===== src/rtl/led_bank_pkg.sv =====
// led_bank_pkg: shared types and helpers for the multi-channel LED driver.
//   mode_e    - per-channel operating mode (off, on, blink, breathe)
//   breathe_e - breathe ramp direction
//   ch_width  - width of the channel-select field for a given channel count
package led_bank_pkg;

  typedef enum logic [1:0] {
    MODE_OFF     = 2'd0,
    MODE_ON      = 2'd1,
    MODE_BLINK   = 2'd2,
    MODE_BREATHE = 2'd3
  } mode_e;

  typedef enum logic {
    StUp   = 1'b0,
    StDown = 1'b1
  } breathe_e;

  function automatic int unsigned ch_width(input int unsigned n);
    return (n > 1) ? $clog2(n) : 1;
  endfunction

endpackage


===== src/rtl/led_bank_if.sv =====
// led_bank_if: single-port channel write bus.
//   wr_en   - write strobe, one write per cycle, always accepted
//   wr_ch   - target channel (values >= CHANNELS are ignored by the slave)
//   wr_mode - mode to load (led_bank_pkg::mode_e encoding)
//   wr_duty - PWM brightness to load
// Modports: master drives the bus, slave (led_bank) receives it.
interface led_bank_if #(
  parameter int unsigned CHANNELS = 4,
  parameter int unsigned PWM_BITS = 8
);

  localparam int unsigned ChW = led_bank_pkg::ch_width(CHANNELS);

  logic                wr_en;
  logic [ChW-1:0]      wr_ch;
  logic [1:0]          wr_mode;
  logic [PWM_BITS-1:0] wr_duty;

  modport master (output wr_en, output wr_ch, output wr_mode, output wr_duty);
  modport slave  (input  wr_en, input  wr_ch, input  wr_mode, input  wr_duty);

endinterface


===== src/rtl/led_bank_channel.sv =====
// led_bank_channel: one LED channel.
//   clk, rst  - system clock, asynchronous active-high reset
//   wr_sel    - write strobe already decoded for this channel
//   wr_mode   - mode to load into the shadow register
//   wr_duty   - duty to load into the shadow register
//   frame     - PWM frame boundary pulse (commit point)
//   pwm_cnt   - shared PWM counter
//   led       - registered active-low LED drive
// Optional feature: LED_BANK_BREATHE_EN builds the breathe ramp; otherwise
// mode 3 behaves as ON.
module led_bank_channel
  import led_bank_pkg::*;
#(
  parameter int unsigned PWM_BITS     = 8,
  parameter int unsigned BLINK_FRAMES = 250
) (
  input  logic                clk,
  input  logic                rst,
  input  logic                wr_sel,
  input  logic [1:0]          wr_mode,
  input  logic [PWM_BITS-1:0] wr_duty,
  input  logic                frame,
  input  logic [PWM_BITS-1:0] pwm_cnt,
  output logic                led
);

  localparam int unsigned BlinkW = $clog2(BLINK_FRAMES + 1);

  mode_e               shadow_mode_q, act_mode_q;
  logic [PWM_BITS-1:0] shadow_duty_q, act_duty_q;
  logic                pending_q;
  logic [BlinkW-1:0]   blink_cnt_q;
  logic                blink_dark_q;
  logic                led_q;
  logic [PWM_BITS-1:0] d_eff;
  logic                lit;

  // A write on a frame cycle lands after the commit, so it waits one frame.
  always_ff @(posedge clk or posedge rst) begin
    if (rst) begin
      shadow_mode_q <= MODE_OFF;
      shadow_duty_q <= '0;
      pending_q     <= 1'b0;
      act_mode_q    <= MODE_OFF;
      act_duty_q    <= '0;
      blink_cnt_q   <= '0;
      blink_dark_q  <= 1'b0;
      led_q         <= 1'b1;
    end else begin
      if (frame) begin
        if (pending_q) begin
          act_mode_q   <= shadow_mode_q;
          act_duty_q   <= shadow_duty_q;
          pending_q    <= 1'b0;
          blink_cnt_q  <= '0;
          blink_dark_q <= 1'b0;
        end else if (blink_cnt_q == BlinkW'(BLINK_FRAMES - 1)) begin
          blink_cnt_q  <= '0;
          blink_dark_q <= ~blink_dark_q;
        end else begin
          blink_cnt_q  <= blink_cnt_q + BlinkW'(1);
        end
      end
      if (wr_sel) begin
        shadow_mode_q <= mode_e'(wr_mode);
        shadow_duty_q <= wr_duty;
        pending_q     <= 1'b1;
      end
      led_q <= ~lit;
    end
  end

`ifdef LED_BANK_BREATHE_EN
  breathe_e            bstate_q;
  logic [PWM_BITS-1:0] level_q;
  logic [PWM_BITS-1:0] level_up;
  logic [PWM_BITS-1:0] level_dn;

  assign level_up = level_q + PWM_BITS'(1);
  assign level_dn = level_q - PWM_BITS'(1);

  always_ff @(posedge clk or posedge rst) begin
    if (rst) begin
      bstate_q <= StUp;
      level_q  <= '0;
    end else if (frame) begin
      if (pending_q) begin
        bstate_q <= StUp;
        level_q  <= '0;
      end else begin
        unique case (bstate_q)
          StUp: begin
            // duty 0 parks the ramp at 0
            if (act_duty_q != '0) begin
              level_q <= level_up;
              if (level_up == act_duty_q) bstate_q <= StDown;
            end
          end
          StDown: begin
            level_q <= level_dn;
            if (level_dn == '0) bstate_q <= StUp;
          end
        endcase
      end
    end
  end
`endif

  always_comb begin
    d_eff = '0;
    unique case (act_mode_q)
      MODE_OFF:     d_eff = '0;
      MODE_ON:      d_eff = act_duty_q;
      MODE_BLINK:   d_eff = blink_dark_q ? '0 : act_duty_q;
`ifdef LED_BANK_BREATHE_EN
      MODE_BREATHE: d_eff = level_q;
`else
      MODE_BREATHE: d_eff = act_duty_q;
`endif
    endcase
  end

  // All-ones duty would otherwise miss the last count of the frame.
  assign lit = (d_eff == '1) || (pwm_cnt < d_eff);
  assign led = led_q;

endmodule


===== src/rtl/led_bank.sv =====
// led_bank: multi-channel active-low LED driver with shared PWM timebase.
//   clk   - system clock
//   rst   - asynchronous active-high reset
//   bus   - led_bank_if.slave write port (wr_en, wr_ch, wr_mode, wr_duty)
//   led   - CHANNELS active-low LED outputs (1 = dark)
//   frame - one-cycle pulse on the PWM counter wrap cycle
// Optional feature macro: LED_BANK_BREATHE_EN (breathe mode in each channel).
module led_bank
  import led_bank_pkg::*;
#(
  parameter int unsigned CHANNELS     = 4,
  parameter int unsigned PWM_BITS     = 8,
  parameter int unsigned PRESCALE     = 98,
  parameter int unsigned BLINK_FRAMES = 250
) (
  input  logic                clk,
  input  logic                rst,
  led_bank_if.slave           bus,
  output logic [CHANNELS-1:0] led,
  output logic                frame
);

  localparam int unsigned ChW = ch_width(CHANNELS);
  localparam int unsigned PsW = (PRESCALE > 1) ? $clog2(PRESCALE) : 1;

  logic [PsW-1:0]      presc_q;
  logic [PWM_BITS-1:0] pwm_cnt_q;
  logic                tick;

  assign tick  = (presc_q == PsW'(PRESCALE - 1));
  assign frame = tick && (pwm_cnt_q == '1);

  always_ff @(posedge clk or posedge rst) begin
    if (rst) begin
      presc_q   <= '0;
      pwm_cnt_q <= '0;
    end else begin
      presc_q <= tick ? '0 : presc_q + PsW'(1);
      if (tick) pwm_cnt_q <= pwm_cnt_q + PWM_BITS'(1);
    end
  end

  for (genvar i = 0; i < CHANNELS; i++) begin : g_ch
    logic wr_sel;
    // Out-of-range channel numbers never match any index.
    assign wr_sel = bus.wr_en && (bus.wr_ch == ChW'(i));

    led_bank_channel #(
      .PWM_BITS     (PWM_BITS),
      .BLINK_FRAMES (BLINK_FRAMES)
    ) u_ch (
      .clk     (clk),
      .rst     (rst),
      .wr_sel  (wr_sel),
      .wr_mode (bus.wr_mode),
      .wr_duty (bus.wr_duty),
      .frame   (frame),
      .pwm_cnt (pwm_cnt_q),
      .led     (led[i])
    );
  end

endmodule


===== src/flat_wrapper.sv =====
// flat-port wrapper written by rule: the top's interface ports become plain ports
module led_bank_flat import led_bank_pkg::*;
#(
  parameter int unsigned CHANNELS     = 4,
  parameter int unsigned PWM_BITS     = 8,
  parameter int unsigned PRESCALE     = 98,
  parameter int unsigned BLINK_FRAMES = 250
)
  (clk, rst, led, frame, bus_wr_en, bus_wr_ch, bus_wr_mode, bus_wr_duty);
  led_bank_if #(.CHANNELS(CHANNELS), .PWM_BITS(PWM_BITS)) bus_i ();
  input  logic clk;
  input  logic rst;
  output logic [CHANNELS-1:0] led;
  output logic frame;
  input wire logic [$bits(bus_i.wr_en)-1:0] bus_wr_en;
  input wire logic [$bits(bus_i.wr_ch)-1:0] bus_wr_ch;
  input wire logic [$bits(bus_i.wr_mode)-1:0] bus_wr_mode;
  input wire logic [$bits(bus_i.wr_duty)-1:0] bus_wr_duty;
  assign bus_i.wr_en = bus_wr_en;
  assign bus_i.wr_ch = bus_wr_ch;
  assign bus_i.wr_mode = bus_wr_mode;
  assign bus_i.wr_duty = bus_wr_duty;
  led_bank #(.CHANNELS(CHANNELS), .PWM_BITS(PWM_BITS), .PRESCALE(PRESCALE), .BLINK_FRAMES(BLINK_FRAMES)) u_core (.clk(clk), .rst(rst), .bus(bus_i), .led(led), .frame(frame));
endmodule

===== config.mk =====
export PLATFORM = sky130hd
export DESIGN_NAME = led_bank_flat
export DESIGN_NICKNAME = d
export VERILOG_FILES = /design/src/rtl/led_bank_pkg.sv /design/src/rtl/led_bank_if.sv /design/src/rtl/led_bank_channel.sv /design/src/rtl/led_bank.sv /design/src/flat_wrapper.sv
export SDC_FILE = /design/constraint.sdc
export NUM_CORES = 1
export LEC_CHECK = 0
export ABC_AREA = 1
export ABC_CLOCK_PERIOD_IN_PS = 6600
export CORE_AREA = 2 2 189 98
export DETAILED_ROUTE_END_ITERATION = 8
export DIE_AREA = 0 0 191 100
export GPL_TIMING_DRIVEN = 0
export SETUP_SLACK_MARGIN = 0.4
export SLEW_MARGIN = 20
export SYNTH_ARGS = -nofsm -noshare
export SYNTH_HDL_FRONTEND = slang
export SYNTH_SLANG_ARGS = --single-unit

===== constraint.sdc =====
create_clock -name clk -period 6.6 [get_ports clk]
set_input_delay 0.99 -clock clk [delete_from_list [all_inputs] [get_ports clk]]
set_output_delay 0.99 -clock clk [all_outputs]
set_load 0.005 [all_outputs]

==> metrics.md <==
| Metric | Value |
|---|---|
| Longest Clk Path Bufs | 2 |
| Final max-slew violation count | 0 |
| Top Usage Layer GRT | met1 |
| Boundary Pins | 20 |
| Initial drt markers | 351 |
| Mapped Avg Cell Area | approximately 8.2 µm² |
| Cell taking the most area after synthesis | dfrtp_1 |
| DRT Wirelength | 17.7 mm |
| CTS Buf Count | 17 |
| Initial antenna violation count | 1 |
| Yosys top cell area share | 47.9% |
| Worst Skew | 7.31 ps |
| Power per cell area | 236 mW/mm² |
| WL/cell | 15.4 µm |
| Final Hold Violating Endpoints | 0 |
| Clk root buf | clkbuf_16 |
| Mapped Nets | 915 |
| Largest net degree at the start of global routing | 100 |
| Routed Antenna Nets | 0 |
| Starting Density | about two fifths |
| Vias in the first global route | roughly 5,600 |
| GR Util met1 | 34.1% |
| Ant. Diodes | 0 |
| DPL Wire Length | approximately 13 mm |
| Status | finished clean |
| Worst EP required | 5610 ps |
| Tightest Pin Transition | 589 ps |
| Clk Latency, worst-skew pair | 420 ps |
| RSZ-0062 raised after global routing | no |
| Die X | 191 µm |
| Top cells by area, synth | dfrtp_1 (48%), nand2_1 (15%), ha_1 (6.9%) |
| Global route overflow | 0 |
| Resized cells post-CTS | 0 |
| Fmax | 297 MHz |
| Worst-case vdd ir drop | 0.000202 V |
| Synthesis-to-layout area growth | 15.5% |
| Global-route wire length before repair | 29.9 mm |
| Worst Hold Class | reg2reg |
| Clk sinks | 139 |
| All-Layer GR Usage | 20.5% |
| Setup_tns | 0 ps |
| Core Region | approximately 0.018 mm² |
| Post-CTS Hold Fix Bufs | 0 |
| Layout Utilization | a little under half |
| Synth cell types | 27 |
| Fin crit share | 51.1% |
| Worst setup EP type | output pin |
| DR pass1 iterations | 5 |
| H-tree depth | 4 |
| Syn Inst Count | 861 |
| Critical path startpoint category | register |
| Core Rows | 35 |
| Worst-path fanout max | 7 |
| CTS tree | built |
| Slew HR | 60.7% |
| Minimum clock period | 3370 ps |
| # DRC | 0 |
| Via count | 5,860 |
| Final setup fails | 0 |
| Critical path class | reg2out |
| Met3 Use GR | between 3 and 4% |
| FF+latch count, synth | 139 |
| Setup Fix Bufs, Post-CTS | 0 |
| Cell Area, Synth | 0.00706 mm² |
| Clock transition at path regs | approximately 60 ps |
| Full die area | approximately 0.019 mm² |
| Share of layout cells above drive strength 1 | 6.68% |
| Sequential cell area fraction in the yosys report | 49.4% |
| Synth warn | 0 |
| Filler cells | between 1,500 and 2,000 |
| Met2 Use GR | between 20 and 30% |
| Final net count | roughly 950 |
| Vias/cell | approximately 5.1 |
| Worst EP arrival | 2380 ps |
| P_leak | 4.11 nW |
| Max-Cap Viols | 0 |
| Final GP Congestion | 0.826 |
| Die height | ~100 µm |
| Number of port buffers | 19 |
final timing paths:
kind,slack [ps],startpoint,end,cells past startpoint
hold reg to reg,470,u_core.g_ch[1].u_ch.act_mode_q[0],u_core.g_ch[1].u_ch.act_mode_q[0],2
min in group asynchronous,950,rst,u_core.g_ch[2].u_ch.blink_cnt_q[3],2
setup / recovery,3230,u_core.presc_q[1],frame,9
hold / removal,470,u_core.g_ch[1].u_ch.act_mode_q[0],u_core.g_ch[1].u_ch.act_mode_q[0],2
max in group asynchronous,4860,rst,u_core.g_ch[3].u_ch.led,3
setup reg to reg,4580,u_core.pwm_cnt_q[3],u_core.g_ch[3].u_ch.blink_cnt_q[1],9
metal layers:
metal  wire, µm  vias up  share of wire, %
met5         13        -             0.073
met4        230        2               1.3
met3        981       23               5.5
met2       6400      151                36
met1      10100     2817                57
li1           -     2867                 -
stage by stage:
stage	cell area, µm²	instances	hold WS (ps)	power (mW)	setup WS (ps)
finish	8150	1153	472	1.93	3230
global route	8150	1153	505	1.99	2980
CTS	8150	1153	475	1.94	3200
detailed placement	7580	1121	459	1.00	3660
global placement	7550	1120	453	0.998	-280
floorplan	7060	861	433	0.968	1890
cells in the mapped netlist, drive strengths merged:
cell and number:
ha 39, or2 4, dfstp 4, xor2 16
nor2 53, dfrtp 135, a211oi 4, buf 16
a21oi 14, nand2 279, nand4 31, o21bai 3
clkinv 2, nand3 74, a21o 3, nor3 11
clkbuf 13, o21ai 75, inv 82, nand3b 3
cells by family (layout without fill, tap and decap cells):
logic type,Yosys count,in the layout,share of synthesized area (%)
adder cells (fa/ha/maj),39,39,6.92
XOR/XNOR,16,16,1.99
AND/OR/NAND/NOR,455,455,27.6
flip-flops,139,139,49.4
AO/OA/AOI/OAI,99,99,7.38
buffers and inverters,113,165,6.77
critical path, cell delays in order, from the launching register on:
cell and delay (ps):
dfrtp_1 390, inv_1 60, ha_1 140, inv_1 40
nor2_1 100, nand2_2 140, nor2_1 210, nand4_1 160
nor3_1 190, clkdlybuf4s50_1 530
report_power, final:
part / internal, mW / total (mW) / switching (mW)
sequential: 0.892 / 0.913 / 0.0211
combinational: 0.0260 / 0.0762 / 0.0502
clock: 0.567 / 0.936 / 0.369
registers in the layout, summed over array words and instances (netlist names):
signal                          flops
u_core.g_ch.u_ch.pending_q          4
u_core.pwm_cnt_q                    8
u_core.presc_q                      7
u_core.g_ch.u_ch.act_mode_q         8
u_core.g_ch.u_ch.shadow_duty_q     32
u_core.g_ch.u_ch.act_duty_q        32
u_core.g_ch.u_ch.blink_cnt_q       32
u_core.g_ch.u_ch.blink_dark_q       4
u_core.g_ch.u_ch.led                4
u_core.g_ch.u_ch.shadow_mode_q      8
area by class of cell:
class / count / area [µm²] / area share, %
clock buffers: 26 / 509 / 6.25
plain buffers: 29 / 163 / 2.00
clock inverters: 6 / 60.1 / 0.737
flip-flops and latches: 139 / 3480 / 42.7
multi-input cells: 609 / 3090 / 38.0
inverters: 84 / 323 / 3.96
repair buffers: 20 / 218 / 2.67
well taps: 240 / 300 / 3.68
cells in the final DEF, fill, tap and decap left out, types with 2 or more instances in the layout:
cell type and count:
dfstp_2 4, a21o_1 3, clkbuf_8 5, nand2_4 3, o21ai_0 74, nand3_1 74
ha_1 39, a211oi_1 4, clkinv_2 3, nand3b_1 3, clkbuf_16 17, clkinv_1 2
inv_1 80, or2_2 4, clkbuf_1 17, clkinvlp_4 2, nor2_1 53, nand2_2 2
xor2_1 16, nand4_1 31, dfrtp_1 135, buf_2 4, a21oi_1 14, o21bai_1 3
buf_4 11, clkdlybuf4s50_1 19, nand2_1 274, nor3_1 10
(Power assumes the default switching activity.)
